<file path="config.mk">
export PLATFORM = sky130hd
export DESIGN_NAME = fir_sym_mac
export DESIGN_NICKNAME = d
export VERILOG_FILES = /design/src/rtl/fir_sym_mac.sv
export SDC_FILE = /design/constraint.sdc
export NUM_CORES = 2
export LEC_CHECK = 0
export ABC_AREA = 0
export CAP_MARGIN = 10
export CORE_AREA = 2 2 321 323
export CTS_BUF_LIST = sky130_fd_sc_hd__clkbuf_8
export CTS_CLUSTER_SIZE = 28
export DETAILED_ROUTE_END_ITERATION = 8
export DIE_AREA = 0 0 323 325
export GPL_TIMING_DRIVEN = 1
export MAX_ROUTING_LAYER = met4
export PLACE_DENSITY = 0.82
export REMOVE_ABC_BUFFERS = 1
export SETUP_SLACK_MARGIN = 0.2
export SYNTH_ARGS = -nofsm -noshare
export SYNTH_HDL_FRONTEND = slang
export SYNTH_SLANG_ARGS = --single-unit
</file>
<file path="constraint.sdc">
create_clock -name clk -period 60.9 [get_ports clk]
set_input_delay 9.135 -clock clk [delete_from_list [all_inputs] [get_ports clk]]
set_output_delay 9.135 -clock clk [all_outputs]
set_load 0.02 [all_outputs]
</file>
<file path="src/rtl/fir_sym_mac.sv">
// fir_sym_mac: even-length symmetric FIR with a run-time writable coefficient bank.
// The NTAPS-tap filter is folded onto one pre-adder and one multiply-accumulate.
// Each accepted sample takes NTAPS/2+2 clocks: accept, H accumulate cycles, scale.
//
// Ports
//   clk          system clock, rising edge
//   reset        asynchronous, active-high
//   x_in         signed input sample (DATA_W)
//   x_in_valid   x_in is presented
//   x_in_ready   high only while idle; accept = x_in_valid & x_in_ready
//   bypass       sampled at acceptance; 1 = pass the sample through unfiltered
//   coef_we      coefficient write strobe, honoured only while idle
//   coef_addr    coefficient index k, 0..NTAPS/2-1
//   coef_wdata   signed coefficient value (COEF_W, FRAC fractional bits)
//   y_out        signed result, held between pulses
//   y_out_valid  one-cycle pulse when y_out is new
//   y_sat        result was clamped; qualified by y_out_valid
//
// NTAPS must be even and at least 4.
module fir_sym_mac #(
  parameter int DATA_W = 16,
  parameter int COEF_W = 16,
  parameter int NTAPS  = 32,
  parameter int FRAC   = 15
) (
  input  logic                              clk,
  input  logic                              reset,
  input  logic signed [DATA_W-1:0]          x_in,
  input  logic                              x_in_valid,
  output logic                              x_in_ready,
  input  logic                              bypass,
  input  logic                              coef_we,
  input  logic [$clog2(NTAPS/2)-1:0]        coef_addr,
  input  logic signed [COEF_W-1:0]          coef_wdata,
  output logic signed [DATA_W-1:0]          y_out,
  output logic                              y_out_valid,
  output logic                              y_sat
);

  localparam int H      = NTAPS / 2;
  localparam int KW     = $clog2(H);
  localparam int PW     = $clog2(NTAPS);
  localparam int PRE_W  = DATA_W + 1;
  localparam int PROD_W = DATA_W + COEF_W + 1;
  localparam int ACC_W  = PROD_W + KW;

  localparam logic [KW-1:0]          K_LAST = KW'(H - 1);
  localparam logic signed [ACC_W:0]  HALF   = (ACC_W+1)'(1) <<< (FRAC - 1);
  localparam logic signed [ACC_W:0]  Y_MAX  = ((ACC_W+1)'(1) <<< (DATA_W - 1)) - (ACC_W+1)'(1);
  localparam logic signed [ACC_W:0]  Y_MIN  = -((ACC_W+1)'(1) <<< (DATA_W - 1));

  typedef enum logic [1:0] {IDLE, ACCUM, SCALE} state_t;

  // Round half up: add half an LSB of the output grid, then arithmetic shift.
  function automatic logic signed [ACC_W:0] round_frac(input logic signed [ACC_W-1:0] a);
    logic signed [ACC_W:0] t;
    t = (ACC_W+1)'(a) + HALF;
    return t >>> FRAC;
  endfunction

  // Returns {clamped, value} with value clamped to the DATA_W signed range.
  function automatic logic [DATA_W:0] saturate(input logic signed [ACC_W:0] r);
    if (r > Y_MAX)
      return {1'b1, Y_MAX[DATA_W-1:0]};
    else if (r < Y_MIN)
      return {1'b1, Y_MIN[DATA_W-1:0]};
    else
      return {1'b0, r[DATA_W-1:0]};
  endfunction

  state_t                     state_q, state_d;
  logic                       is_idle, accum_en, scale_en;
  logic                       accept, coef_wr;

  logic signed [DATA_W-1:0]   samp_q [NTAPS];
  logic signed [COEF_W-1:0]   coef_q [H];
  logic [PW-1:0]              wptr_q, wptr_d;
  logic [KW-1:0]              k_q, k_d;
  logic signed [ACC_W-1:0]    acc_q, acc_d;
  logic                       byp_q, byp_d;
  logic signed [DATA_W-1:0]   x_hold_q;
  logic signed [DATA_W-1:0]   y_out_q, y_out_d;
  logic                       y_vld_q, y_vld_d;
  logic                       y_sat_q, y_sat_d;

  logic [PW:0]                sum_new, sum_old;
  logic [PW-1:0]              idx_new, idx_old;
  logic signed [DATA_W-1:0]   samp_new, samp_old;
  logic signed [PRE_W-1:0]    pre_add;
  logic signed [PROD_W-1:0]   product;

  // ---- control: state register ----
  always_ff @(posedge clk or posedge reset) begin
    if (reset)
      state_q <= IDLE;
    else
      state_q <= state_d;
  end

  always_comb begin
    state_d = state_q;
    unique case (state_q)
      IDLE:    if (x_in_valid) state_d = ACCUM;
      ACCUM:   if (k_q == K_LAST) state_d = SCALE;
      SCALE:   state_d = IDLE;
      default: state_d = IDLE;
    endcase
  end

  always_comb begin
    is_idle  = (state_q == IDLE);
    accum_en = (state_q == ACCUM);
    scale_en = (state_q == SCALE);
  end

  assign accept  = x_in_valid & is_idle;
  assign coef_wr = coef_we & is_idle & (int'(coef_addr) < H);

  // ---- accumulate stage: fold s[k] and s[NTAPS-1-k] through the pre-adder ----
  // wptr_q points one past the newest sample, so s[j] lives at wptr-1-j (mod NTAPS)
  // and s[NTAPS-1-k] lives at wptr+k (mod NTAPS).
  always_comb begin
    sum_new = {1'b0, wptr_q} + (PW+1)'(NTAPS - 1) - (PW+1)'(k_q);
    sum_old = {1'b0, wptr_q} + (PW+1)'(k_q);
    idx_new = (int'(sum_new) >= NTAPS) ? PW'(sum_new - (PW+1)'(NTAPS)) : PW'(sum_new);
    idx_old = (int'(sum_old) >= NTAPS) ? PW'(sum_old - (PW+1)'(NTAPS)) : PW'(sum_old);
    samp_new = samp_q[idx_new];
    samp_old = samp_q[idx_old];
    pre_add  = PRE_W'(samp_new) + PRE_W'(samp_old);
    product  = PROD_W'(pre_add) * PROD_W'(coef_q[k_q]);
  end

  always_comb begin
    wptr_d = wptr_q;
    k_d    = k_q;
    acc_d  = acc_q;
    byp_d  = byp_q;
    if (accept) begin
      wptr_d = (int'(wptr_q) == NTAPS - 1) ? '0 : wptr_q + PW'(1);
      k_d    = '0;
      acc_d  = '0;
      byp_d  = bypass;
    end else if (accum_en) begin
      k_d   = k_q + KW'(1);
      acc_d = acc_q + ACC_W'(product);
    end
  end

  // ---- scale stage: round, clamp and register the result ----
  always_comb begin
    y_out_d = y_out_q;
    y_sat_d = y_sat_q;
    y_vld_d = 1'b0;
    if (scale_en) begin
      y_vld_d = 1'b1;
      if (byp_q) begin
        y_out_d = x_hold_q;
        y_sat_d = 1'b0;
      end else begin
        {y_sat_d, y_out_d} = saturate(round_frac(acc_q));
      end
    end
  end

  always_ff @(posedge clk or posedge reset) begin
    if (reset) begin
      wptr_q  <= '0;
      k_q     <= '0;
      acc_q   <= '0;
      byp_q   <= 1'b0;
      y_out_q <= '0;
      y_vld_q <= 1'b0;
      y_sat_q <= 1'b0;
    end else begin
      wptr_q  <= wptr_d;
      k_q     <= k_d;
      acc_q   <= acc_d;
      byp_q   <= byp_d;
      y_out_q <= y_out_d;
      y_vld_q <= y_vld_d;
      y_sat_q <= y_sat_d;
    end
  end

  // Sample history and coefficient bank both restart from zero on reset.
  always_ff @(posedge clk or posedge reset) begin
    if (reset) begin
      for (int i = 0; i < NTAPS; i++) samp_q[i] <= '0;
      for (int i = 0; i < H; i++)     coef_q[i] <= '0;
    end else begin
      if (accept)  samp_q[wptr_q]    <= x_in;
      if (coef_wr) coef_q[coef_addr] <= coef_wdata;
    end
  end

  // Copy of the accepted sample for the bypass path.
  always_ff @(posedge clk) begin
    if (accept) x_hold_q <= x_in;
  end

  assign x_in_ready  = is_idle;
  assign y_out       = y_out_q;
  assign y_out_valid = y_vld_q;
  assign y_sat       = y_sat_q;

endmodule

</file>
# --- Word-level counts from Yosys, hierarchy flattened ---
# Cells that the tools add are included.
word_totals:
  reg_bits: 851
  latchBits: 0
  ramBits: 0
  mem_bits_ro: 0
  inputBits: 41
  out_inout_bits: 19
  word_cells: 127
  memories: 0
classes:
  n_addsub: 10
  mul: 1
  n_div: 0
  order_cmp: 11
  eq_ne: 6
  n_shift: 0
  mux: 30
  n_bitwise: 7
  reduce_logical: 5
ops:
  columns: ["op", "count"]
  rows:
  - ["512-bit bitwise mux", 1]
  - ["256-bit bitwise mux", 1]
  - ["16-bit binary-select mux with 5-bit select", 2]
  - ["16-bit two-way mux", 9]
  - ["16-bit demux with 5-bit select", 1]
  - ["37-bit two-way mux", 2]
  - ["16-bit binary-select mux with 4-bit select", 1]
  - ["16-bit demux with 4-bit select", 1]
  - ["37-bit by 16-bit adder with 38-bit output, second input constant", 1]
  - ["37-bit by 33-bit adder with 37-bit output", 1]
  - ["17-bit two-way mux", 2]
  - ["17-bit by 16-bit multiplier with 33-bit output", 1]
  - ["6-bit greater-or-equal comparator, second input constant", 5]
  - ["23-bit by 16-bit greater-than comparator with 1-bit output, second input constant", 1]
  - ["23-bit by 16-bit less-than comparator with 1-bit output, second input constant", 1]
  - ["5-bit NOT with 6-bit output", 3]
  - ["16-bit by 16-bit adder with 17-bit output", 1]
  - ["5-bit two-way mux", 3]
  - ["5-bit greater-or-equal comparator, second input constant", 2]
  - ["4-bit NOT with 5-bit output", 2]
  - ["5-bit by 1-bit subtractor with 5-bit output, second input constant", 2]
  - ["4-bit two-way mux", 2]
  - ["5-bit by 4-bit adder with 6-bit output", 1]
  - ["5-bit by 5-bit adder with 6-bit output, second input constant", 1]
  - ["19 further kinds", 23]

# --- Longest topological paths before layout ---
depth:
  depth_word: 13
  depth_mapped: 48
  mapped_depth_nobuf: 43

# --- Worst setup path before layout ---
# OpenSTA, ideal clock, no wires.
synth_timing:
  path_kind: "register to register"
  startpoint: "register k_q[0]"
  endpoint: "register acc_q[36]"
  setup_time_ns: 0.129
  arrival_time_ns: 11.274
  required_time_ns: 60.771
  slack_ns: 49.497
  path_stages_with_launch: 48
  n_path_buf: 8
  period_less_slack_ns: 11.403
  cell_sequence: "dfrtp_1 -> clkbuf_1 -> buf_2 -> clkbuf_1 -> inv_1 -> ha_1 -> clkbuf_1 -> clkbuf_1 -> buf_1 -> mux4_2 -> mux4_2 -> mux2_2 -> ha_1 -> inv_1 -> fa_1 -> nor2b_1 -> o21ai_1 -> a21oi_1 -> [12 not listed] -> a21o_1 -> fa_1 -> fa_1 -> inv_1 -> fa_1 -> inv_1 -> ha_1 -> buf_2 -> o21a_1 -> o21a_1 -> o211ai_1 -> o41ai_1 -> o2111ai_1 -> a31oi_2 -> nor4_1 -> a311oi_1 -> xnor2_1 -> o21ai_1"
synth_via:
  elab_chain_cells: 12
  word_cells_on_any_way: 25
  cone_classes: "6 x add/sub; 1 x mul; 2 x order compare; 13 x mux; 3 x bitwise"
synth_rtl:
  columns: ["item", "line_no", "rtl"]
  rows:
  - ["start, declared", "78", "logic [KW-1:0] k_q, k_d;"]
  - ["start signal, assigned", "176", "k_q <= k_d;"]
  - ["6-bit by 4-bit subtractor with 6-bit output / 5-bit by 4-bit adder with 6-bit output (equally long branches)", "123, 124", null]
  - ["5-bit by 1-bit subtractor with 5-bit output, or another cell as far along", "125", "idx_new = (int'(sum_new) >= NTAPS) ? PW'(sum_new - (PW+1)'(NTAPS)) : PW'(sum_new);"]
  - ["5-bit two-way mux (on tied branches)", "125, 126", null]
  - ["5-bit NOT with 6-bit output (on tied branches)", "127, 128", null]
  - ["16-bit binary-select mux with 5-bit select (on tied branches)", "127, 128", null]
  - ["16-bit two-way mux (on tied branches) (2 in a row)", "127, 128", null]
  - ["16-bit by 16-bit adder with 17-bit output", "129", "pre_add = PRE_W'(samp_new) + PRE_W'(samp_old);"]
  - ["17-bit by 16-bit multiplier with 33-bit output (*)", "130", "product = PROD_W'(pre_add) * PROD_W'(coef_q[k_q]);"]
  - ["37-bit by 33-bit adder with 37-bit output (*)", "145", "acc_d = acc_q + ACC_W'(product);"]
  - ["37-bit two-way mux (*)", "143", "end else if (accum_en) begin"]
  - ["37-bit two-way mux (*)", "138", "if (accept) begin"]
  - ["end signal, assigned", "169", "acc_q <= '0;"]
  - ["end signal, assigned", "177", "acc_q <= acc_d;"]
  - ["end, declared", "79", "logic signed [ACC_W-1:0] acc_q, acc_d;"]
# Mark *: on every way between the ends. The rest lies on a longest branch, timed or not. The select of a mux whose other input is x is not followed.
# A chain may end at the register's enable or synchronous reset.

# --- Worst setup path in the final report ---
# Same ends and word-level chain as after synthesis.

==> flow_summary.json <==
{
  "first_pass_iters": 5,
  "max_freq_mhz": 69.8,
  "critPathMostFrequentCell": "fa_1",
  "max-clock-path-buffers": 3,
  "required_ns": 61.56,
  "hp-class": "flip-flop to flip-flop",
  "ctsResizeCount": 0,
  "ant_nets": 0,
  "hold_viol_final": 0,
  "slowest_delay_ns": 1.18,
  "cts_sinks": 851,
  "yosysTopAreaCellShare_pct": 37.7,
  "cp_slowest_cell": "fa_4",
  "endpoint_kind": "flip-flop",
  "grt_pass1_vias": 38200,
  "synth.cell_area_sq_um": 55400,
  "start_kind": "flip-flop",
  "post_cts.repair.setup_buffers": 0,
  "final_cell_mix": "dfrtp_1 (833), mux2_2 (800), inv_1 (495)",
  "layout-drive-gt1-share_pct": 34.8,
  "die_width_microns": 323,
  "synth_seq_cells": 851,
  "maxCapViolations": 0,
  "crit_type": "flip-flop to flip-flop",
  "core_area_sq_um": 101000,
  "drv_slew": 0,
  "synth-seq-area-share_pct": 38.6,
  "cts_buffers": 140,
  "synth_edf_count": 16,
  "drc": 0,
  "port-buffer-count": 59,
  "grt-ovfl-total": 0,
  "antenna_found_initial": 9,
  "tns_ns": 0,
  "min_period_ns": 14.33,
  "nets": 4730,
  "dp_hpwl_mm": 93.5,
  "wl_per_cell_microns": 24.9,
  "synthCells": 4204,
  "htreeDepth": 4,
  "yosysTopAreaCell": "dfrtp_1",
  "maxSlewHeadroom_pct": 8.41,
  "wl_mm": 142,
  "finalSetupViolCount": 0,
  "io-pin-count": 60,
  "synthTopCellsByArea": "dfrtp_1 (38%), mux2_2 (16%), mux4_2 (16%), fa_1 (12%), ha_1 (3.3%)",
  "die_h_microns": 325,
  "vias": 35900,
  "yosysWarnings": 0,
  "final_common_cell": "dfrtp_1",
  "cts_root_buf": "clkbuf_8",
  "clk_latency_ns": 0.85,
  "cp_max_fo": 50,
  "tightest_slew_ns": 1.36,
  "skew_ns": 0.0511,
  "grt_pass1_wl_mm": 223,
  "viasPerCell": 6.31,
  "drt_iter0_markers": 3473,
  "cp_data_arrival_time_ns": 14.99,
  "grt_max_degree": 162,
  "rsz0062_at_grt": "false",
  "die_area_sq_um": 105000,
  "ys_types": 65,
  "timing.final.crit_share_pct": 23.5,
  "status": "complete, no violations",
  "cts.reportedPaths.clkPinSlew_ns": 0.06,
  "async_flop_share_pct": 98.1,
  "start_util_pct": 54.7,
  "ys.flop_type": "dfrtp_1",
  "track_usage_pct": 28.7,
  "cts_tree": "yes",
  "synth.avg_cell_area_sq_um": 13.2,
  "area_delta_synth_final_pct": 8.74,
  "rows": 117,
  "holdBufCountCts": 0,
  "place.gp.congestion": 0.992
}
flip-flops by register name, indices dropped and copies added (netlist names):
| signal | count |
|---|---|
| coef_q | 256 |
| x_hold_q | 16 |
| samp_q | 512 |
| acc_q | 37 |
| byp_q | 1 |
| y_sat | 1 |
| wptr_q | 5 |
| y_out_valid | 1 |
| y_out | 16 |
| state_q | 2 |
| k_q | 4 |
final timing paths:
path | start | endpoint | slack (ns) | cells after the start
setup / recovery | k_q[0] | acc_q[36] | 46.57 | 40
hold / removal | coef_q[10] | coef_q[10] | 0.50 | 1
setup reg to reg | k_q[0] | acc_q[36] | 46.57 | 40
hold reg to reg | coef_q[10] | coef_q[10] | 0.50 | 1
max in group asynchronous | reset | coef_q[89] | 49.56 | 4
min in group asynchronous | reset | samp_q[360] | 8.92 | 2
worst max-delay path, delay by kind of cell (launching register included):
| kind | cells | cell delay (ns) |
|---|---|---|
| xor+xnor | 2 | 0.99 |
| fa+ha+maj | 11 | 5.47 |
| mux | 3 | 1.25 |
| flops | 1 | 0.85 |
| simple gates | 6 | 1.04 |
| compound gates | 10 | 2.64 |
| buf+inv | 8 | 1.84 |
stage by stage:
step,hold slack [ns],worst slack (ns),util [%],instances,area [sq um]
floorplan,0.455,28.31,-,3939,54300
global placement,0.482,47.08,56.7,5442,57400
detailed placement,0.487,46.85,56.7,5442,57400
CTS,0.500,46.78,59.4,5683,60200
global route,0.510,45.95,59.4,5692,60200
finish,0.500,46.57,59.4,5692,60200
cell usage after synthesis (all sizes together), types with 49 or more instances:
library cell and instances:
nand2 282, buf 49, clkbuf 216, dfrtp 835, o21ai 82, mux2 800, ha 146, nor2 196
xnor2 55, mux4 389, inv 445, fa 326
logic make-up (layout without fill, tap and decap cells):
family | after synthesis | count (layout) | synth area share (%)
AOI/OAI and AO/OA | 239 | 239 | 2.77
DFF | 851 | 851 | 38.6
adders and majority gates | 472 | 472 | 15.1
buffers and inverters | 710 | 822 | 4.88
xor gates and xnor gates | 81 | 81 | 1.28
other | 0 | 8 | 0
and+or+nand+nor | 660 | 660 | 5.27
muxes | 1191 | 1191 | 32.1
cell type report:
type                    instances  area (sq um)
flip-flops and latches        851         21400
multi-input cells            2643         31500
well taps                    1368          1710
inverters                     445          1680
clock buffers                 164          2260
fillers                      7579         41100
clock inverters                77           507
repair buffers                136          1210
diodes                          8          20.0
routing by layer:
layer | part of all wire (%) | global-route usage [%] | vias to the layer above
li1 | - | - | 14900
met5 | 0 | - | -
met3 | 9.3 | 6.99 | 417
met2 | 47 | 43.2 | 1823
met4 | 4.8 | 13.0 | 0
met1 | 39 | 37.1 | 18800
Power is left out: the tool's default activity adds up to more than one toggle a clock period on the data nets, which glitch-free logic cannot reach.
